<file path="src/rtl/sdram_arb_pkg.sv">
// Shared types for the two-requester SDRAM arbiter.
package sdram_arb_pkg;
  localparam int CNT_W = 4;
  localparam logic [CNT_W-1:0] CNT_MAX = '1;

  typedef enum logic [1:0] {IDLE, GRANT, ACK} state_t;
  typedef enum logic {OWN_VID = 1'b0, OWN_CPU = 1'b1} owner_t;
endpackage

</file>
<file path="src/rtl/sdram_arb_pick.sv">
// Owner selection and next starvation-counter value, evaluated while IDLE.
module sdram_arb_pick
  import sdram_arb_pkg::*;
#(
  parameter int STARVE_LIMIT = 8
) (
  input  logic             vid_req_i,
  input  logic             cpu_req_i,
  input  logic [CNT_W-1:0] cnt_i,
  output logic             any_o,
  output owner_t           pick_o,
  output logic [CNT_W-1:0] cnt_d_o
);
  always_comb begin
    any_o   = vid_req_i | cpu_req_i;
    pick_o  = OWN_VID;
    cnt_d_o = cnt_i;
    // Video wins ties unless the CPU has been passed over STARVE_LIMIT times.
    if (cpu_req_i && (!vid_req_i || cnt_i == CNT_W'(STARVE_LIMIT)))
      pick_o = OWN_CPU;
    if (!cpu_req_i || pick_o == OWN_CPU)
      cnt_d_o = '0;
    else if (cnt_i != CNT_MAX)
      cnt_d_o = cnt_i + 1'b1;
  end
endmodule

</file>
<file path="src/rtl/sdram_arbiter.sv">
// Video/CPU arbiter in front of a single SDRAM controller port; IDLE->GRANT->ACK.
module sdram_arbiter
  import sdram_arb_pkg::*;
#(
  parameter int ADDR_W       = 24,
  parameter int DATA_W       = 32,
  parameter int STARVE_LIMIT = 8
) (
  input  logic                clk,
  input  logic                reset_i,
  input  logic                vid_req_i,
  input  logic [ADDR_W-1:0]   vid_addr_i,
  output logic                vid_ack_o,
  output logic [DATA_W-1:0]   vid_rdata_o,
  input  logic                cpu_req_i,
  input  logic                cpu_we_i,
  input  logic [ADDR_W-1:0]   cpu_addr_i,
  input  logic [DATA_W-1:0]   cpu_wdata_i,
  input  logic [DATA_W/8-1:0] cpu_wmask_i,
  output logic                cpu_ack_o,
  output logic [DATA_W-1:0]   cpu_rdata_o,
  output logic                mem_req_o,
  output logic                mem_we_o,
  output logic [ADDR_W-1:0]   mem_addr_o,
  output logic [DATA_W-1:0]   mem_wdata_o,
  output logic [DATA_W/8-1:0] mem_wmask_o,
  input  logic                mem_ack_i,
  input  logic [DATA_W-1:0]   mem_rdata_i,
  output logic                busy_o,
  output logic                owner_o,
  output logic                err_o
);
  state_t              state_q, state_d;
  owner_t              owner_q, owner_d, pick;
  logic [CNT_W-1:0]    cnt_q, cnt_d, pick_cnt;
  logic                any_req;
  logic                we_q, we_d, req_q, req_d, busy_q, busy_d, err_q, err_d;
  logic                vack_q, vack_d, cack_q, cack_d;
  logic [ADDR_W-1:0]   addr_q, addr_d;
  logic [DATA_W-1:0]   wdata_q, wdata_d, vrd_q, vrd_d, crd_q, crd_d;
  logic [DATA_W/8-1:0] wmask_q, wmask_d;

  sdram_arb_pick #(.STARVE_LIMIT(STARVE_LIMIT)) u_pick (
    .vid_req_i (vid_req_i),
    .cpu_req_i (cpu_req_i),
    .cnt_i     (cnt_q),
    .any_o     (any_req),
    .pick_o    (pick),
    .cnt_d_o   (pick_cnt)
  );

  always_comb begin
    state_d = state_q;
    owner_d = owner_q;
    cnt_d   = cnt_q;
    we_d    = we_q;
    addr_d  = addr_q;
    wdata_d = wdata_q;
    wmask_d = wmask_q;
    vrd_d   = vrd_q;
    crd_d   = crd_q;
    err_d   = err_q;
    case (state_q)
      IDLE: begin
        cnt_d = pick_cnt;
        if (mem_ack_i) err_d = 1'b1;
        if (any_req) begin
          state_d = GRANT;
          owner_d = pick;
          if (pick == OWN_CPU) begin
            we_d    = cpu_we_i;
            addr_d  = cpu_addr_i;
            wdata_d = cpu_wdata_i;
            wmask_d = cpu_wmask_i;
          end else begin
            we_d    = 1'b0;
            addr_d  = vid_addr_i;
            wdata_d = '0;
            wmask_d = '0;
          end
        end
      end
      GRANT: begin
        if (mem_ack_i) begin
          state_d = ACK;
          if (owner_q == OWN_CPU) crd_d = mem_rdata_i;
          else                    vrd_d = mem_rdata_i;
        end
      end
      ACK: begin
        // No arbitration here: a requester dropping req on ack must not be re-granted.
        state_d = IDLE;
        if (mem_ack_i) err_d = 1'b1;
      end
      default: state_d = IDLE;
    endcase
    req_d  = (state_d == GRANT);
    busy_d = (state_d != IDLE);
    vack_d = (state_d == ACK) && (owner_d == OWN_VID);
    cack_d = (state_d == ACK) && (owner_d == OWN_CPU);
  end

  always_ff @(posedge clk) begin
    if (reset_i) begin
      state_q <= IDLE;
      owner_q <= OWN_VID;
      cnt_q   <= '0;
      we_q    <= 1'b0;
      addr_q  <= '0;
      wdata_q <= '0;
      wmask_q <= '0;
      vrd_q   <= '0;
      crd_q   <= '0;
      err_q   <= 1'b0;
      req_q   <= 1'b0;
      busy_q  <= 1'b0;
      vack_q  <= 1'b0;
      cack_q  <= 1'b0;
    end else begin
      state_q <= state_d;
      owner_q <= owner_d;
      cnt_q   <= cnt_d;
      we_q    <= we_d;
      addr_q  <= addr_d;
      wdata_q <= wdata_d;
      wmask_q <= wmask_d;
      vrd_q   <= vrd_d;
      crd_q   <= crd_d;
      err_q   <= err_d;
      req_q   <= req_d;
      busy_q  <= busy_d;
      vack_q  <= vack_d;
      cack_q  <= cack_d;
    end
  end

  assign mem_req_o   = req_q;
  assign mem_we_o    = we_q;
  assign mem_addr_o  = addr_q;
  assign mem_wdata_o = wdata_q;
  assign mem_wmask_o = wmask_q;
  assign vid_ack_o   = vack_q;
  assign cpu_ack_o   = cack_q;
  assign vid_rdata_o = vrd_q;
  assign cpu_rdata_o = crd_q;
  assign busy_o      = busy_q;
  assign owner_o     = owner_q;
  assign err_o       = err_q;
endmodule

</file>
<file path="config.mk">
export PLATFORM = sky130hd
export DESIGN_NAME = sdram_arbiter
export DESIGN_NICKNAME = d
export VERILOG_FILES = /design/src/rtl/sdram_arb_pkg.sv /design/src/rtl/sdram_arb_pick.sv /design/src/rtl/sdram_arbiter.sv
export SDC_FILE = /design/constraint.sdc
export NUM_CORES = 1
export LEC_CHECK = 0
export CORE_MARGIN = 2
export CORE_UTILIZATION = 35
export DETAILED_ROUTE_END_ITERATION = 7
export PLACE_DENSITY_LB_ADDON = 0.08
export RECOVER_POWER = 25
export SYNTH_ARGS = -nofsm -noshare
export SYNTH_HDL_FRONTEND = slang
export SYNTH_SLANG_ARGS = --single-unit
</file>
<file path="constraint.sdc">
create_clock -name clk -period 1.69 [get_ports clk]
set_input_delay 0.169 -clock clk [delete_from_list [all_inputs] [get_ports clk]]
set_output_delay 0.169 -clock clk [all_outputs]
set_load 0.02 [all_outputs]
</file>
# == Word level (Yosys, flattened, before mapping) ==
# Index checks and enable logic that the tools add are counted.
# classes
n_eq_ne,6
bitwise_logic,3
muxes,12
n_addsub,1
reduce_logical,16
# ops
op,n
2-to-1 mux 32 bit,1
2-to-1 mux 24 bit,1
2-to-1 mux 4 bit,3
AND reduction 2 bit,3
AND reduction 3 bit,2
adder 4 x 1 -> 4 bit (second input constant),1
equality test 2 x 1 -> 1 bit (second input constant),2
equality test 2 bit (second input constant),2
equality test 4 bit (second input constant),1
2-to-1 mux 1 bit,4
2-to-1 mux 2 bit,2
!= test 4 bit (second input constant),1
one-hot mux 2 bit (2 select lines),1
nonzero test 2 bit,2
logical AND 1 bit,3
logical NOT 1 bit,2
logical NOT 2 bit,1
logical OR 1 bit,2
inverter 1 bit,2
OR reduction 2 bit,1
OR 1 bit,1
# totals
wordCells,52
register_bits,137

# == Longest topological paths before layout ==
# logic_depth
depth_word,8
depth_mapped,8
ltp_nobuf,5

# == By module ==
# Synthesis repeated with hierarchy kept, for this count alone.
# hier_totals
cells_unflattened,583
hier_area_um2,6185.9
# by_module_without_submodules
mod,cells_per_inst,n_inst,area_per_inst_um2
sdram_arbiter,561,1,6043.3
sdram_arb_pick,22,1,142.6

# == Least setup slack after synthesis ==
# Ideal clock, no wire load.
# synth_timing
path_kind,register -> register
from,reg cnt_q[0]
to,reg addr_q[10] (netlist: mem_addr_o[10])
required_time_ps,1557
setup_time_ps,133
t_arrival_ps,1488
stages_incl_launch_ff,8
slack_ps,69
path_buffers,2
period_less_slack_ps,1621
cell_sequence,dfxtp_1 inv_1 ha_1 and3b_1 buf_6 buf_6 a2111oi_1 nor4_1
# synth_via
elab_chain_len,5
# synth_lines
element,line,text
from (decl),sdram_arbiter.sv:35,"logic [CNT_W-1:0] cnt_q, cnt_d, pick_cnt;"
from (signal assigned),sdram_arbiter.sv:122,cnt_q <= cnt_d;
equality test 4 bit,sdram_arb_pick.sv:19,if (cpu_req_i && (!vid_req_i || cnt_i == CNT_W'(STARVE_LIMIT)))
logical OR 1 bit,sdram_arb_pick.sv:19,
logical AND 1 bit,sdram_arb_pick.sv:19,
2-to-1 mux 1 bit,sdram_arb_pick.sv:19,
2-to-1 mux 24 bit,sdram_arbiter.sv:70,if (pick == OWN_CPU) begin
to (signal assigned),sdram_arbiter.sv:124,addr_q <= addr_d;
to (decl),sdram_arbiter.sv:39,"logic [ADDR_W-1:0] addr_q, addr_d;"
# No other way between the ends.
# A chain may end at the register's enable or synchronous reset.

# == Final worst setup path ==
# layout_timing
from,reg cnt_q[0]
to,reg addr_q[7] (netlist: mem_addr_o[7])
# Same word-level chain as after synthesis.

==> flow_summary.ini <==
[status]
status = finished clean

[routing]
routed_wirelength_um = 20300
avgViaCountPerCell = 5.48
vias = 6180
avgRoutedWirePerCell_um = 18.0
ant_nets = 0
dr.pass1.iters = 4
post-route-drc-count = 0
drtIter0Drc = 318

[grt]
overflow = 0
grt_start_max_net_pins = 79
grt_pass1_vias = 6038
antenna_found_initial = 0
grt_pass1_wl_um = 31200
track_usage = 0.222

[placement]
gp_congestion = 0.844
io_buffers = 252
hpwlAfterDp_um = 13400
postPlaceCellArea_um2 = 8480
dpl.cell_count = 1090

[floorplan]
num_rows = 46
core_um2 = 15900
ioPinCount = 253
die_h_um = 132
dieArea_um2 = 17400
initial_utilization = 0.360
die_w_um = 132

[critical_path]
crit_path_start = cnt_q[0]
reg2reg_slack_ps = 20
end_kind = register
crit_fanout = 6
r2r-end = mem_addr_o[7]
worst_ep_required_time_ps = 1970
endpoint = mem_addr_o[7]
cp-start-kind = register
ff2ff_path_depth = 7
path_class = register to register
worstPathArrival_ps = 1950
r2r-start = cnt_q[0]

[synth]
yosysTopAreaCell = dfxtp_1
syn_area_per_cell_um2 = 8.58
yosysWarnings = 0
syn_nets = 792
synth_edf_count = 0
syn-cell-area_um2 = 5730
synth_cell_types = 40
ys_async_sr_fraction = 0
synthCells = 668
synth_area_leaders = dfxtp_1 48%, a21oi_1 11%, nand2_1 8.6%
synth_commonest_cells = 137 x dfxtp_1, 131 x nand2_1, 129 x a21oi_1, 40 x clkbuf_1, 38 x o2111ai_1
synth_top_cell_area_share = 0.478
yosysMostFrequentCell = dfxtp_1
ys_ff_latch = 137
ys_seq_area_frac = 0.478
synth-main-ff-cell = dfxtp_1

[power_and_ir_drop]
p_leak_nw = 3.10
finalPower_mw = 8.65
irDropWorstVdd_v = 0.000681
powerDensity_nw_per_um2 = 913

[cts]
clk_pin_slew_ps = 60
cts.sinks = 137
cts.path.max_buffers = 2
cts_buffers = 17
holdBufCountCts = 0
cts_tree = yes
clk_latency_ps = 410
cts_max_level = 4
root_buffer = clkbuf_16

[finish]
syn_to_final_growth_pct = 65.3
utilization = 0.595
instances_no_fill = 1127
antenna_cells = 0
drive_above_1_share = 0.121
design_area_um2 = 9480
layout.nets = 1022

[flow_run]
max-cap-violations = 0

[sta]
worst_slew_pin_slew_ps = 540
min_period_over_period = 0.987
relSlewSlack = 0.640
setup_violations = 0
hold_viol = 0
grt_setup_unrepaired = yes
skew_ps = 9.32
slew_violations = 0
period_needed_ps = 1670
fin_hold_ws_ps = 217
fmax_mhz = 600

[worst_hold_path]
hold_class = input pin to register
==> placed cells by master, fill, tap and decap left out, types with 3 or more instances in the layout <==
cell type,count
a2111oi_4,13
buf_4,26
clkbuf_8,4
a2111oi_1,22
a21oi_1,129
buf_12,9
dfxtp_1,136
a2111oi_2,11
o2111ai_1,38
o21ai_1,10
clkinvlp_4,3
clkdlybuf4s50_1,249
nor4_1,23
clkinv_2,5
nand3_1,4
clkbuf_16,19
nand2_1,131
nand2b_1,3
nor2_1,3
o21ai_0,29
==> metrics by stage <==
| step | setup TNS [ps] | setup WS (ps) |
|---|---|---|
| 2_1_floorplan | 0 | 68.9 |
| 3_3_place_gp | -1210 | -49.8 |
| 3_5_place_dp | -4170 | -148 |
| 4_1_cts | -3.50 | -3.50 |
| 5_1_grt | -612 | -64.6 |
| 6_report | 0 | 22.7 |
==> layer usage <==
layer  vias to the layer above  track usage  wire (um)
met2                       262        0.369       9840
met3                        46       0.0538       1230
li1                       2939            -          -
met4                         0        0.111        781
met5                         -            0          0
met1                      2933        0.270       8410
==> power by group <==
part	internal [mW]	total (mW)	leakage [nW]	switching, mW
Sequential	3.39	3.47	1.12	0.0841
Combinational	0.764	1.61	1.70	0.849
Clock	2.17	3.57	0.281	1.40
Total	6.33	8.65	3.10	2.33
==> worst min path at each step <==
stage                     from  slack (ps)              end  cells after the start
3_3_place_gp   vid_rdata_o[13]         440  vid_rdata_o[13]                      2
2_1_floorplan  mem_rdata_i[10]         310  vid_rdata_o[10]                      2
6_report             cpu_req_i         220         cnt_q[2]                      3
5_1_grt              cpu_req_i         230         cnt_q[2]                      3
3_5_place_dp    vid_rdata_o[0]         450   vid_rdata_o[0]                      2
4_1_cts              cpu_req_i         190         cnt_q[2]                      3
==> what timing repair did <==
| item | in CTS | in global routing |
|---|---|---|
| endpoints found under the setup margin | 61 | 61 |
| cloned | 0 | 4 |
| setup buffers | 0 | 1 |
| resized for setup | 9 | 63 |
| pin swaps | 0 | 9 |
==> critical path, stage by stage, from the launching register on <==
cell and delay [ps]:
dfxtp_2 330, inv_2 80, ha_4 150, buf_4 120
nand4b_4 170, clkbuf_16 240, a2111oi_2 370, nor4_1 80
==> flip-flops by register name, indices dropped and copies added, names as in the netlist <==
signal       flops
mem_req_o        1
vid_ack_o        1
err_o            1
cpu_rdata_o     32
state_q          2
cnt_q            4
vid_rdata_o     32
mem_we_o         1
owner_o          1
mem_wdata_o     32
mem_wmask_o      4
mem_addr_o      24
busy_o           1
cpu_ack_o        1
==> cells by family (layout without fill, tap and decap cells) <==
group	Yosys count	in the layout	share of synthesized area
AO/OA/AOI/OAI	260	260	0.290
buffers and inverters	85	327	0.0781
AND/OR/NAND/NOR	182	183	0.145
multiplexers	2	2	0.00349
flip-flops	137	137	0.478
adder cells (fa/ha/maj)	2	2	0.00436
==> cell type report <==
type                       instances  area (um^2)
fill                            1376         6460
clock buffer                      21          480
inverter                           4         15.0
timing repair buffer             291         2960
sequential                       137         2740
multi-input combinational        447         2910
clock inverter                    11         95.1
tap                              216          270
Note: power is estimated with default switching activity, not from simulation.
